==> config.mk <==
export PLATFORM = sky130hd
export DESIGN_NAME = uart_rx_unit
export DESIGN_NICKNAME = d
export VERILOG_FILES = /design/src/rtl/uart_rx_unit.sv
export SDC_FILE = /design/constraint.sdc
export NUM_CORES = 1
export LEC_CHECK = 0
export ABC_CLOCK_PERIOD_IN_PS = 3700
export CORE_ASPECT_RATIO = 1.25
export CORE_MARGIN = 2
export CORE_UTILIZATION = 30
export DETAILED_ROUTE_END_ITERATION = 8
export PLACE_DENSITY = 0.57
export SETUP_SLACK_MARGIN = 0.1
export SLEW_MARGIN = 20
export SYNTH_ARGS = -nofsm -noshare
export SYNTH_HDL_FRONTEND = slang
export SYNTH_SLANG_ARGS = --single-unit
==> constraint.sdc <==
create_clock -name clock -period 3.7 [get_ports clock]
set_clock_uncertainty 0.1 [all_clocks]
set_input_delay 1.11 -clock clock [delete_from_list [all_inputs] [get_ports clock]]
set_output_delay 1.11 -clock clock [all_outputs]
set_load 0.01 [all_outputs]
==> src/rtl/uart_rx_unit.sv <==
// uart_rx_unit: 16x oversampled UART receiver (7/8 data, none/odd/even parity, 1/2 stop).
// Define UART_RX_MAJORITY_EN for 2-of-3 majority sampling at ticks 6/7/8.
module uart_rx_unit #(
   parameter int DIV_2400  = 1302,
   parameter int DIV_4800  = 651,
   parameter int DIV_9600  = 326,
   parameter int DIV_19200 = 163
) (
   input  logic       clock,
   input  logic       rst,
   input  logic       data_in,
   input  logic [1:0] baud_rate,
   input  logic [1:0] parity_type,
   input  logic       data_length,
   input  logic       stop_bits,
   output logic [7:0] data_out,
   output logic       rx_active,
   output logic       rx_done,
   output logic       parity_error,
   output logic       stop_error
);
   localparam logic [2:0] IDLE = 3'd0, START = 3'd1, DATA = 3'd2, PARITY = 3'd3, STOP = 3'd4, DONE = 3'd5;
`ifdef UART_RX_MAJORITY_EN
   localparam logic [3:0] SAMP = 4'd8;
   logic m6, m7;
`else
   localparam logic [3:0] SAMP = 4'd7;
`endif
   logic        s1, s2, s_prev;
   logic [2:0]  state;
   logic [10:0] div_cnt, div_max;
   logic [3:0]  tcnt;
   logic [2:0]  bcnt;
   logic [7:0]  shreg;
   logic [1:0]  baud_l, par_l;
   logic        len_l, stop_l, par_pend, stop_pend;
   logic        tick, samp, bitv, par_en, last_data, start_det, par_bad, bit_end;

   always_comb begin
      div_max   = baud_l == 2'd0 ? 11'(DIV_2400 - 1) :
                  baud_l == 2'd1 ? 11'(DIV_4800 - 1) :
                  baud_l == 2'd2 ? 11'(DIV_9600 - 1) : 11'(DIV_19200 - 1);
      tick      = state != IDLE && state != DONE && div_cnt == div_max;
      samp      = tick && tcnt == SAMP;
      bit_end   = tick && tcnt == 4'd15;
`ifdef UART_RX_MAJORITY_EN
      bitv      = (m6 & m7) | (m6 & s2) | (m7 & s2);
`else
      bitv      = s2;
`endif
      par_en    = par_l == 2'b01 || par_l == 2'b10;
      last_data = bcnt == (len_l ? 3'd7 : 3'd6);
      start_det = state == IDLE && s_prev && !s2;
      // shreg[0] stays 0 in 7-bit mode, so the reduction covers only data bits
      par_bad   = (^shreg ^ bitv) ^ (par_l == 2'b01);
   end

   always_ff @(posedge clock) begin
      if (rst) begin
         s1           <= 1'b1;
         s2           <= 1'b1;
         s_prev       <= 1'b1;
         state        <= IDLE;
         div_cnt      <= '0;
         tcnt         <= '0;
         bcnt         <= '0;
         shreg        <= '0;
         baud_l       <= '0;
         par_l        <= '0;
         len_l        <= 1'b0;
         stop_l       <= 1'b0;
         par_pend     <= 1'b0;
         stop_pend    <= 1'b0;
         data_out     <= '0;
         rx_active    <= 1'b0;
         rx_done      <= 1'b0;
         parity_error <= 1'b0;
         stop_error   <= 1'b0;
`ifdef UART_RX_MAJORITY_EN
         m6           <= 1'b1;
         m7           <= 1'b1;
`endif
      end else begin
         s1      <= data_in;
         s2      <= s1;
         s_prev  <= s2;
         rx_done <= 1'b0;
         div_cnt <= (state == IDLE || tick) ? '0 : div_cnt + 11'd1;
         if (tick) tcnt <= tcnt + 4'd1;
`ifdef UART_RX_MAJORITY_EN
         if (tick && tcnt == 4'd6) m6 <= s2;
         if (tick && tcnt == 4'd7) m7 <= s2;
`endif
         case (state)
            IDLE: if (start_det) begin
               state     <= START;
               rx_active <= 1'b1;
               tcnt      <= '0;
               bcnt      <= '0;
               shreg     <= '0;
               par_pend  <= 1'b0;
               stop_pend <= 1'b0;
               baud_l    <= baud_rate;
               par_l     <= parity_type;
               len_l     <= data_length;
               stop_l    <= stop_bits;
            end
            START: if (samp && bitv) begin
               state     <= IDLE;
               rx_active <= 1'b0;
            end else if (bit_end) state <= DATA;
            DATA: begin
               if (samp) shreg <= {bitv, shreg[7:1]};
               if (bit_end) begin
                  bcnt <= last_data ? 3'd0 : bcnt + 3'd1;
                  if (last_data) state <= par_en ? PARITY : STOP;
               end
            end
            PARITY: begin
               if (samp) par_pend <= par_bad;
               if (bit_end) state <= STOP;
            end
            // Leave at the last stop mid-sample so a back-to-back start edge is caught
            STOP: if (samp) begin
               if (bcnt == {2'b00, stop_l}) begin
                  state        <= DONE;
                  rx_done      <= 1'b1;
                  rx_active    <= 1'b0;
                  data_out     <= len_l ? shreg : {1'b0, shreg[7:1]};
                  parity_error <= par_pend;
                  stop_error   <= stop_pend | ~bitv;
               end else begin
                  stop_pend <= stop_pend | ~bitv;
                  bcnt      <= bcnt + 3'd1;
               end
            end
            default: state <= IDLE;
         endcase
      end
   end
endmodule

; After elaboration in Yosys (flattened, before gate mapping)
; Index checks and enable logic that the tools add are counted.
[word_totals]
reg_bits = 52
latchBits = 0
ramBits = 0
romBits = 0
inputBits = 9
wordCells = 121
memories = 0
[classes]
addsub = 3
multipliers = 0
div_mod_pow = 0
order_cmp = 0
n_eq_ne = 25
shifts = 0
mux = 39
bitwise_logic = 6
reduce_logical = 29
[op_table]
columns = operator, count
row1 = $mux 3, 14
row2 = $mux 8, 3
row3 = $ne 2x2->1 const B, 10
row4 = $pmux 8 s2, 1
row5 = $pmux 3 s5, 1
row6 = $mux 4, 3
row7 = $add 11x1->11 const B, 1
row8 = $eq 11x11->1, 1
row9 = $mux 11, 1
row10 = $mux 1, 10
row11 = $mux 10, 1
row12 = $reduce_and 5->1, 2
row13 = $mux 9, 1
row14 = $pmux 3 s3, 1
row15 = $reduce_and 3->1, 3
row16 = $reduce_bool 3->1, 3
row17 = $reduce_xor 8->1, 1
row18 = $logic_and 1x1->1, 7
row19 = $reduce_and 7->1, 1
row20 = $eq 3x2->1 const B, 2
row21 = $ne 3x3->1 const B, 2
row22 = $reduce_bool 2->1, 3
row23 = $add 4x1->4 const B, 1
row24 = $eq 2x1->1 const B, 2
row25 = 21 further kinds, 27

; Depth between registers and ports, before layout
; Gate-level depths: netlist of the first run.
[depth]
depth_word = 10
depth_mapped = 10
depth_no_buf = 8

; Least setup slack after synthesis of the first run
; Ideal clock, no wire load.
[synth_timing]
path_type = input port to flip-flop
from = input rst
to = register rx_active
arrival_time_ns = 2.019
t_required_ns = 3.463
slack_ns = 1.445
stages = 4
path_buffers = 3
cell_sequence = clkbuf_1 -> clkbuf_1 -> clkbuf_1 -> a31oi_1
[synth_lines]
columns = element, line
row1 = "start, declared", 10  ; input logic rst,
row2 = "end signal, assigned", 75  ; rx_active <= 1'b0;
row3 = "end signal, assigned", 97  ; rx_active <= 1'b1;
row4 = "end signal, assigned", 110  ; rx_active <= 1'b0;
row5 = "end, declared", 17  ; output logic rx_active,
; No word-level cell between the ends.

; Worst setup path after layout of the first run
[layout_timing]
from = register state[0]
to = register shreg[0]
[layout_between]
elab_chain_cells = 6
word_cells_on_any_way = 14
cone_classes = 4 x eq/ne / 1 x mux / 9 x reduce/logical
[layout_rtl]
columns = element, line
row1 = "start, declared", 30  ; logic [2:0] state;
row2 = "start signal, assigned", 116  ; if (last_data) state <= par_en ? PARITY : STOP;
row3 = $ne 3x3->1 / $reduce_bool 3->1 (equally long branches), 43  ; tick = state != IDLE && state != DONE && div_cnt == div_max;
row4 = $logic_and 1x1->1 (2 in a row), 43
row5 = $logic_and 1x1->1, 44  ; samp = tick && tcnt == SAMP;
row6 = $ne 2x2->1 (no line), -
row7 = $reduce_and 3->1 (no line), -
row8 = "end signal, assigned", 113  ; if (samp) shreg <= {bitv, shreg[7:1]};
row9 = "end, declared", 34  ; logic [7:0] shreg;
; Several ways; a longest one is shown, not always the timed one.
; A chain may end at the register's enable or synchronous reset.

==> flow_metrics.env, run 1 <==
export IMPL_die_area_mm2=0.01023
export IMPL_crit_arrival_ns=2.76
export IMPL_critPathMaxStageDelay_ns=0.70
export IMPL_syn_avg_cell_area_um2=9.275
export IMPL_clockBufferDepth=2
export IMPL_final_cell_mix="dfxtp_1, nor2_1, nand2_1"
export IMPL_yosysSeqAreaShare=0.3680
export IMPL_r2r_slack_ns=1.08
export IMPL_cts_sinks=52
export IMPL_row_count=39
export IMPL_syn_cell_area_mm2=0.002829
export IMPL_grtUsageTotal=0.1199
export IMPL_hpwlAfterDp_mm=4.255
export IMPL_reg2reg_to="shreg[0]$_SDFFE_PP0P_"
export IMPL_synth_edff_count=0
export IMPL_cts_tree="built"
export IMPL_finalWorstSetupSlack_ns=1.080
export IMPL_final_common_cell="dfxtp_1"
export IMPL_drive_gt1_frac=0.1577
export IMPL_cp_cell_sequence="nor2_1, nand2_1, nand2b_1, a31oi_2, a22o_1"
export IMPL_worstMarginPinSlew_ns=0.5638
export IMPL_synthTopCellsByArea="dfxtp_1, xnor2_1, nor2_1"
export IMPL_synthCells=305
export IMPL_synth_seq_cells=52
export IMPL_wl_mm=5.985
export IMPL_drc=0
export IMPL_cts_resized=0
export IMPL_final_cells=440
export IMPL_status="completed"
export IMPL_rsz0062_at_grt="no"
export IMPL_maxSlewViolCount=0
export IMPL_power_leakage_uw=0.001092
export IMPL_grt_pass1_vias=2126
export IMPL_cp_start_kind="register"
export IMPL_worstPathRequired_ns=3.84
export IMPL_nFillCells=997
export IMPL_gp_congestion=0.8214
export IMPL_first_pass_iters=4
export IMPL_postCtsSetupRepairBufs=0
export IMPL_slowest_stage="dfxtp_1"
export IMPL_vias=2159
export IMPL_place_inst=432
export IMPL_setup_viol=0
export IMPL_powerDensity_mw_per_mm2=343.6
export IMPL_cts_made_buffers=5
export IMPL_synth_area_leader_cell="dfxtp_1"
export IMPL_start_util=0.3084
export IMPL_rr_worst_depth=5
export IMPL_max_cap_viol_count=0
export IMPL_grt_start_max_net_pins=36
export IMPL_cp_top_family="simple AND/OR/NAND/NOR gates"
export IMPL_cp_max_fo=19
export IMPL_async_reset_ff_frac=0
export IMPL_slew_headroom=0.6133
export IMPL_cp_end_kind="register"
export IMPL_avgViaCountPerCell=4.907
export IMPL_critPathKind="reg2reg"
export IMPL_grt_ovfl_total=0
export IMPL_hold_path_class="reg2reg"
export IMPL_io_buffer_count=20
export IMPL_wl_per_cell_um=13.60
export IMPL_finalHoldViolations=0
export IMPL_clk_pin_slew_worst_paths_ns=0.07
export IMPL_io_pins=21
export IMPL_synth_cell_types=59
export IMPL_hold_end="bitv$_SDFF_PP1_"
export IMPL_syn_num_nets=318
export IMPL_max_freq_mhz=381.7
export IMPL_cp_buffers_inverters=0
export IMPL_drt_initial_drc_count=118
export IMPL_die_w_um=90.86
export IMPL_ys_flop_type="dfxtp_1"
export IMPL_r2r_start="state[0]$_SDFFE_PP0P_"
export IMPL_min_path_cells=1
export IMPL_finalSetupTns_ns=0
export IMPL_antenna_found_initial=0
export IMPL_fin_crit_sh=0.7081
export IMPL_pre_cts_ws_ns=0.9945
export IMPL_yosysWarnings=0
export IMPL_synth_top_area_share=0.3680
export IMPL_cts_root_buf="clkbuf_16"
export IMPL_whs_ns=0.3198
export IMPL_core_area_mm2=0.009174
export IMPL_vdd_drop_max_v=0.0001560
export IMPL_fin_nets=329
export IMPL_grt_pass1_wl_mm=10.21
export IMPL_die_y_um=112.6
export IMPL_antenna_left=0
export IMPL_period_minus_slack_ns=2.620
export IMPL_cts_hold_buf=0
export IMPL_area_growth_pct=14.29
export IMPL_hp_start="s1$_SDFF_PP1_"
export IMPL_antennaDiodeCount=0
export IMPL_cts_max_level=2
export IMPL_clock_latency_ns=0.30
## registers in the layout (all words and copies together), names as in the netlist, 2 cells and up
name	cells
par_l	2
shreg	8
bcnt	3
tcnt	4
baud_l	2
data_out	8
state	3
div_cnt	11
## through the flow
stage	total power (uW)	util	cell area (um^2)
after floorplan	631.4	-	2829
after global placement	649.7	0.3363	3085
after detailed placement	649.8	0.3363	3085
after CTS	1124	0.3524	3233
after global routing	1156	0.3524	3233
final	1111	0.3524	3233
## routing by layer
metal  track usage  vias to the layer above  part of all wire
met4       0.01515                        0            0.0038
met5             0                        -                 0
li1              -                     1110                 -
met2        0.2045                       32              0.48
met3       0.02886                        3             0.036
met1        0.1588                     1014              0.48
## cell usage after synthesis (4+ instances only)
master,n
dfxtp_1,52
nor2_1,28
nand2_1,22
a21oi_1,17
xnor2_1,17
and3_1,10
mux2i_1,10
clkbuf_1,9
mux2_2,9
nand3_1,9
nor2_4,8
xor2_1,8
a22o_1,7
inv_1,6
buf_6,5
nand2b_1,5
nand4_1,5
o211ai_1,5
or2_2,5
ha_1,4
nor2b_1,4
nor3_1,4
nor3b_1,4
## how the worst max path moves through the flow
stage / startpoint / end / slack, ns / cells after the start
finish: state[0]$_SDFFE_PP0P_ / shreg[0]$_SDFFE_PP0P_ / 1.08 / 5
global route: state[0]$_SDFFE_PP0P_ / shreg[1]$_SDFFE_PP0P_ / 0.92 / 5
CTS: state[0]$_SDFFE_PP0P_ / shreg[6]$_SDFFE_PP0P_ / 1.08 / 5
detailed placement: rst / div_cnt[2]$_SDFF_PP0_ / 0.99 / 5
global placement: rst / div_cnt[2]$_SDFF_PP0_ / 1.02 / 5
floorplan: rst / rx_active$_SDFFE_PP0P_ / 1.44 / 4
## worst register-to-register path, cell delays in order (launching register included)
cell	delay, ns
dfxtp_1	0.70
nor2_1	0.31
nand2_1	0.49
nand2b_1	0.32
a31oi_2	0.44
a22o_1	0.21
## report_power, final
part           switching (uW)  internal, uW  total (uW)  leakage [uW]
Clock                     220           254         474     0.0000742
Combinational            35.4          26.5        61.9      0.000598
Sequential               10.3           565         575      0.000420
Total                     266           845        1110       0.00109
## cell families after synthesis
kind of cell,synth area share
adder cells (fa/ha/maj),0.01769
buffers and inverters,0.04909
AO/OA/AOI/OAI,0.1637
XOR/XNOR,0.07740
AND/OR/NAND/NOR,0.2530
multiplexers,0.07121
flip-flops,0.3680
## final cells by class
cell class,count,area [um^2],share of cell area
clock buffers,5,125.1,0.03870
well taps,123,153.9,0.04760
inverters,7,26.28,0.008127
repair buffers,22,215.2,0.06656
multi-input cells,228,1649,0.5101
clock inverters,3,22.52,0.006966
flip-flops and latches,52,1041,0.3220
Note: power is estimated with default switching activity, not from simulation.
==> run 2, diff against run 1 <==
ABC_CLOCK_PERIOD_IN_PS = 2490   (was 3700)
clock period = 2.49 ns   (was 3.7 ns; I/O delays follow)
==> flow_metrics.env, run 2 (synthesis results as in run 1) <==
export IMPL_drt_initial_drc_count=94
export IMPL_cts_hold_buf=0
export IMPL_power_leakage_uw=0.001168
export IMPL_hold_path_class="reg2reg"
export IMPL_slew_headroom=0.6413
export IMPL_largest_register_ff_count=11
export IMPL_pwr_share_seq=0.486
export IMPL_io_pins=21
export IMPL_utilization=0.3697
export IMPL_max_freq_mhz=434.7
export IMPL_cts_sinks=52
export IMPL_hpwlAfterDp_mm=4.542
export IMPL_cts_tree="built"
export IMPL_setup_viol=0
export IMPL_comb_power_share=0.064
export IMPL_finalHoldViolations=0
export IMPL_grt_start_max_net_pins=19
export IMPL_fin_nets=344
export IMPL_powerDensity_mw_per_mm2=514.2
export IMPL_cts_made_buffers=5
export IMPL_cp_start_kind="register"
export IMPL_maxSlewViolCount=0
export IMPL_vias=2244
export IMPL_crit_arrival_ns=2.40
export IMPL_fin_crit_sh=0.9238
export IMPL_avgViaCountPerCell=4.932
export IMPL_max_cap_viol_count=0
export IMPL_worstMarginPinSlew_ns=0.5231
export IMPL_drive_gt1_frac=0.2018
export IMPL_critPathKind="reg2reg"
export IMPL_rsz0062_at_grt="yes"
export IMPL_antenna_left=0
export IMPL_clock_power_share=0.450
export IMPL_swShare=0.2197
export IMPL_top_register="div_cnt"
export IMPL_cts_root_buf="clkbuf_16"
export IMPL_period_minus_slack_ns=2.300
export IMPL_cts_max_level=2
export IMPL_clockBufferDepth=2
export IMPL_start_util=0.3084
export IMPL_p_int_uw=1361
export IMPL_wl_mm=6.175
export IMPL_worstPathRequired_ns=2.59
export IMPL_status="completed"
export IMPL_clock_latency_ns=0.29
export IMPL_postCtsSetupRepairBufs=0
export IMPL_antenna_found_initial=0
export IMPL_core_area_mm2=0.009174
export IMPL_wl_per_cell_um=13.57
export IMPL_drc=0
export IMPL_finalSetupTns_ns=0
export IMPL_first_pass_iters=4
export IMPL_grt_ovfl_total=0
export IMPL_antennaDiodeCount=0
export IMPL_die_area_mm2=0.01023
export IMPL_switchingPower_uw=383.2
export IMPL_area_growth_pct=19.90
export IMPL_final_common_cell="dfxtp_1"
export IMPL_clk_pin_slew_worst_paths_ns=0.07
export IMPL_die_w_um=90.86
export IMPL_gp_congestion=0.8667
export IMPL_top_regs="div_cnt x11, data_out x8, shreg x8"
export IMPL_grt_pass1_vias=2157
export IMPL_cp_max_fo=8
export IMPL_row_count=39
export IMPL_cp_end_kind="register"
export IMPL_vdd_drop_max_v=0.0003068
export IMPL_final_cell_mix="dfxtp_1, nor2_1, nand2_1"
export IMPL_grt_pass1_wl_mm=10.43
export IMPL_die_y_um=112.6
export IMPL_grtUsageTotal=0.1240
export IMPL_io_buffer_count=20
## run 2: metrics by stage
stage	total power (uW)	cells	instance area, um^2	hold slack, ns	setup slack, ns
finish	1744	455	3392	0.3196	0.1897
global placement	978.0	447	3211	0.3003	0.1669
CTS	1772	455	3378	0.3234	0.1259
global route	1806	455	3392	0.3393	0.09071
detailed placement	978.0	447	3211	0.3087	0.1515
floorplan	938.3	305	2829	0.2895	0.3389
## run 2: path summary, 6_finish.rpt
| kind | cells after the start | start | slack [ns] | to |
|---|---|---|---|---|
| max | 6 | baud_l[1]$_SDFFE_PP0P_ | 0.19 | state[2]$_SDFFE_PP0P_ |
| min | 1 | s1$_SDFF_PP1_ | 0.32 | bitv$_SDFF_PP1_ |
| max reg2reg | 6 | baud_l[1]$_SDFFE_PP0P_ | 0.19 | state[2]$_SDFFE_PP0P_ |
| min reg2reg | 1 | s1$_SDFF_PP1_ | 0.32 | bitv$_SDFF_PP1_ |
## run 2: timing repair
action | CTS | global route
hold endpoints to repair | 0 | 0
resized for setup | 0 | 3
endpoints found under the setup margin | 0 | 19
## run 2: power groups by stage
stage	clock (uW)	sequential [uW]	combinational (uW)
6_report	784	848	112
4_1_cts	812	847	112
2_1_floorplan	0	863	75.4
5_1_grt	834	848	124
3_5_place_dp	0	867	111
3_3_place_gp	0	867	111
## run 2: layout make-up
class                      count  area, um^2
tap                          123       153.9
inverter                       7       26.28
timing repair buffer          37       340.3
fill                         977        5782
clock buffer                   5       125.1
multi-input combinational    228        1662
sequential                    52        1042
clock inverter                 3       42.54
## run 2: layer usage
| layer | track usage | vias to the layer above | wire length [um] |
|---|---|---|---|
| li1 | - | 1134 | - |
| met3 | 0.02685 | 11 | 191 |
| met5 | 0 | - | 0 |
| met1 | 0.1493 | 1062 | 2832 |
| met4 | 0.04444 | 0 | 109 |
| met2 | 0.2174 | 37 | 3041 |
## run 2: critical path: stages (launching register included)
cell and delay [ns]:
dfxtp_1 0.38, nand2b_4 0.17, or4_4 0.46, a21oi_4 0.29, nand4_1 0.18, or4_1 0.52
o31ai_1 0.09
